## src/rtl/adpcm_pkg.sv

```systemverilog
// Purpose : shared widths and constants for the ADPCM sample-to-float converter.
// Latency : n/a (definitions only).
// Backpressure: n/a.
package adpcm_pkg;

  localparam int IN_W   = 16;  // two's-complement input sample
  localparam int MAG_W  = 15;  // magnitude after sign removal
  localparam int EXP_W  = 4;   // bit-length exponent, 0..15
  localparam int MANT_W = 6;   // normalised mantissa, MSB set when MAG != 0
  localparam int PAD_W  = IN_W - 1 - EXP_W - MANT_W;

  // Mantissa reported for a zero magnitude: the implied leading one alone.
  localparam logic [MANT_W-1:0] MANT_ZERO = 6'd32;

endpackage

```

## src/rtl/adpcm_exp_enc.sv

```systemverilog
// Purpose : priority encoder, exp_o = bit length of mag_i (index of top set bit + 1).
// Latency : purely combinational, no clock.
// Backpressure: none; output always valid for the current input.
// Ports   : mag_i [MAG_W-1:0] magnitude in; exp_o [EXP_W-1:0] bit length out (0 for zero).
module adpcm_exp_enc
  import adpcm_pkg::*;
(
  input  logic [MAG_W-1:0] mag_i,
  output logic [EXP_W-1:0] exp_o
);

  // Ascending scan: the last set bit found is the highest, so it wins.
  always_comb begin
    exp_o = '0;
    for (int i = 0; i < MAG_W; i++) begin
      if (mag_i[i]) begin
        exp_o = EXP_W'(i + 1);
      end
    end
  end

endmodule

```

## src/rtl/module_name_core.sv

```systemverilog
// Purpose : converts a 16-bit two's-complement sample into {sign, exponent, mantissa} floating form.
// Latency : purely combinational In1 -> Out1, no clock latency.
// Backpressure: none; Out1 tracks In1 continuously, independent of clk/reset/test pins.
// Ports   : clk, reset (async active-low), scan_in0..4 / scan_enable / test_mode (DFT hooks),
//           In1 [15:0] sample in; scan_out0..4 (tied 0 until chains are stitched);
//           Out1 [15:0] = {5'b0, sign, exp[3:0], mant[5:0]}.
module module_name_core
  import adpcm_pkg::*;
(
  input  logic            clk,
  input  logic            reset,
  input  logic            scan_in0,
  input  logic            scan_in1,
  input  logic            scan_in2,
  input  logic            scan_in3,
  input  logic            scan_in4,
  input  logic            scan_enable,
  input  logic            test_mode,
  input  logic [IN_W-1:0] In1,
  output logic            scan_out0,
  output logic            scan_out1,
  output logic            scan_out2,
  output logic            scan_out3,
  output logic            scan_out4,
  output logic [IN_W-1:0] Out1
);

  logic              srs;
  logic [MAG_W-1:0]  mag;
  logic [EXP_W-1:0]  exp_w;
  logic [MANT_W-1:0] mant;

  // The datapath holds no state; clock, reset and DFT pins exist only so the
  // scan-insertion flow has something to stitch. Collected here so they are
  // visibly intentional sinks.
  logic unused_dft;
  assign unused_dft = &{1'b0, clk, reset, scan_in0, scan_in1, scan_in2,
                        scan_in3, scan_in4, scan_enable, test_mode};

  assign scan_out0 = 1'b0;
  assign scan_out1 = 1'b0;
  assign scan_out2 = 1'b0;
  assign scan_out3 = 1'b0;
  assign scan_out4 = 1'b0;

  // Sign and magnitude. Negating 0x8000 wraps back to 0x8000, whose low 15
  // bits are zero, so the most negative sample encodes as a signed zero.
  always_comb begin
    srs = In1[IN_W-1];
    if (srs) begin
      mag = MAG_W'(~In1 + 16'd1);
    end else begin
      mag = In1[MAG_W-1:0];
    end
  end

  adpcm_exp_enc u_exp_enc (
    .mag_i (mag),
    .exp_o (exp_w)
  );

  // Normalise: shifting up by MANT_W then down by the bit length parks the
  // leading one at mantissa bit 5; lower magnitude bits beyond that truncate.
  always_comb begin
    mant = MANT_ZERO;
    if (mag != '0) begin
      mant = MANT_W'({mag, {MANT_W{1'b0}}} >> exp_w);
    end
  end

  assign Out1 = {{PAD_W{1'b0}}, srs, exp_w, mant};

endmodule

```

## config.mk

```make
export PLATFORM = sky130hd
export DESIGN_NAME = module_name_core
export DESIGN_NICKNAME = d
export VERILOG_FILES = /design/src/rtl/adpcm_pkg.sv /design/src/rtl/adpcm_exp_enc.sv /design/src/rtl/module_name_core.sv
export SDC_FILE = /design/constraint.sdc
export NUM_CORES = 1
export LEC_CHECK = 0
export CAP_MARGIN = 15
export CORE_UTILIZATION = 53
export DETAILED_ROUTE_END_ITERATION = 7
export PLACE_DENSITY = 0.91
export SYNTH_ARGS = -nofsm -noshare
export SYNTH_HDL_FRONTEND = slang
export SYNTH_SLANG_ARGS = --single-unit
```

## constraint.sdc

```tcl
create_clock -name vclk -period 5.2
set_input_delay 0.52 -clock vclk [all_inputs]
set_output_delay 0.52 -clock vclk [all_outputs]
set_load 0.05 [all_outputs]
```

==> impl_metrics.ini <==
[floorplan]
core-area_um2 = 2477
fp.dieArea_um2 = 2817
die_h_um = 53.08
die_x_um = 53.08
start_util_pct = 55.81
rows = 18
boundaryPins = 46

[cts]
post_cts_buffers = 0
holdBufCountCts = 0
cts_resized = 0

[route]
firstDrtPassIters = 4
drc = 0
via_count = 1637
routed_wl_um = 3886
wl_per_cell_um = 15.18
via_per_inst = 6.395
ant_nets = 0
drtIter0Drc = 74

[logic_synthesis]
yosysUniqueCellTypes = 58
syn-cell-area_um2 = 1383
yosys.area.top_type = a21oi_1
synth.most_common_cell = a21oi_1
synth.area.top_cells = a21oi_1 (8.7%), buf_4 (7.1%), xnor2_1 (5.7%)
yosys_warnings = 0
synth_top_area_share_pct = 8.688
synth_seq_area_share_pct = 0
synth_top_cells_by_count = a21oi_1 (24), buf_4 (13), nand2_1 (13)
syn_avg_cell_area_um2 = 6.647
syn-instance-count = 208

[finish]
fin_cells = 256
nets = 255
antenna_cells = 0
final_cell_area_um2 = 1642
syn2layout_area_growth_pct = 18.73
final_util_pct = 66.26
clkbuf_count = 0
drive_gt1_share_pct = 14.60
flops_and_latches = 0
regArea_um2 = 0

[min_path]
hp-start = In1[0]
hold_path_end = Out1[5]
whs_path_depth = 6
hp-class = input port to output port

[timing]
fin_crit_sh_pct = 89.10
slew_viol_final = 0
worst_hold_slack_ns = 2.125
timing.setup.tns_ns = 0
period_needed_ns = 4.633
tightest_slew_ns = 0.7212
hold_violations = 0
clock.fmax_mhz = 215.8
rsz0062_at_grt = no
setup_ws_ns = 0.5669
setup_viol = 0
relSlewSlack_pct = 51.57

[global_routing]
grt-busiest-layer = met2
grt_pass1_wl_um = 6382
gr-usage-met1_pct = 38.89
grt_pass1_vias = 1435
gr-usage-all-layers_pct = 29.72
met3_usage_pct = 2.299
gr-total-overflow = 0
grt_max_degree = 17
gr-usage-met2_pct = 52.32
antenna_found_initial = 0

[power_and_ir_drop]
p_leak_nw = 0.5964
cellPowerDensity_nw_per_um2 = 153.1
ir_worst_vdd_v = 0.0001306
fin_total_pwr_mw = 0.2513

[place]
place_area_um2 = 1642
post-place-cells = 256
place_ws_ns = 0.6246
dp_hpwl_um = 3125
portBuffers = 27
gp_congestion = 1.001

[setup_path]
startpoint_type = input port
crit_type = input port to output port
endpoint_kind = output port
critPathMaxFanout = 11
startpoint = In1[1]
cp.required_ns = 4.68
arrival_ns = 4.11

[run_status]
outcome = finished, final reports clean

[run]
cap_violations = 0
==> kinds of logic (layout without fill, tap and decap cells) <==
kind of cell	after synthesis	in the layout	synth area share [%]
AOI/OAI and AO/OA	80	80	41.72
and+or+nand+nor	74	74	30.23
buffers and inverters	33	42	14.21
xor gates and xnor gates	16	16	10.14
adders and majority gates	2	2	1.810
muxes	2	2	1.629
other	1	10	0.2712
==> routing by layer <==
| layer | part of all wire [%] | up-vias |
|---|---|---|
| met2 | 50 | 74 |
| met3 | 6.8 | 8 |
| met4 | 1.3 | 0 |
| li1 | - | 813 |
| met1 | 42 | 742 |
| met5 | 0 | - |
==> report_power, final <==
part           internal, mW  switching (mW)  total, mW
sequential                0               0          0
combinational        0.0930           0.158      0.251
clock                     0               0          0
total                0.0930           0.158      0.251
==> layout by cell type (no fill, tap or decap), drive strengths merged, types with 3 or more instances in the layout <==
cell           count
nor2              11
nand3              5
a21oi             24
or4                5
nor4               5
or2                3
o211ai             4
nor2b              5
a211oi             8
conb              10
nor3              13
o31ai              6
xor2               7
nand2b             3
o22ai              3
inv                9
o21ai              9
clkdlybuf4s50     21
a31oi              5
buf               12
xnor2              9
nand2             14
==> critical path, cell delays in order <==
cell	delay, ns
clkdlybuf4s50_1	0.50
inv_1	0.16
ha_1	0.28
or3b_2	0.49
a221oi_1	0.45
o211ai_1	0.19
a31oi_1	0.20
o311ai_1	0.11
nor2b_1	0.19
inv_2	0.17
clkdlybuf4s50_1	0.83
==> area by class of cell <==
| cell class | count | area, µm² |
|---|---|---|
| inverters | 9 | 33.78 |
| fillers | 232 | 835.8 |
| well taps | 30 | 37.54 |
| multi-input cells | 184 | 1220 |
| repair buffers | 33 | 350.3 |
==> worst max-delay path by stage <==
stage | end | cells after the start
2_1_floorplan | Out1[3] | 10
3_3_place_gp | Out1[7] | 11
3_5_place_dp | Out1[7] | 11
4_1_cts | Out1[7] | 11
5_1_grt | Out1[4] | 11
6_report | Out1[7] | 11
Note: power is estimated with default switching activity, not from simulation.
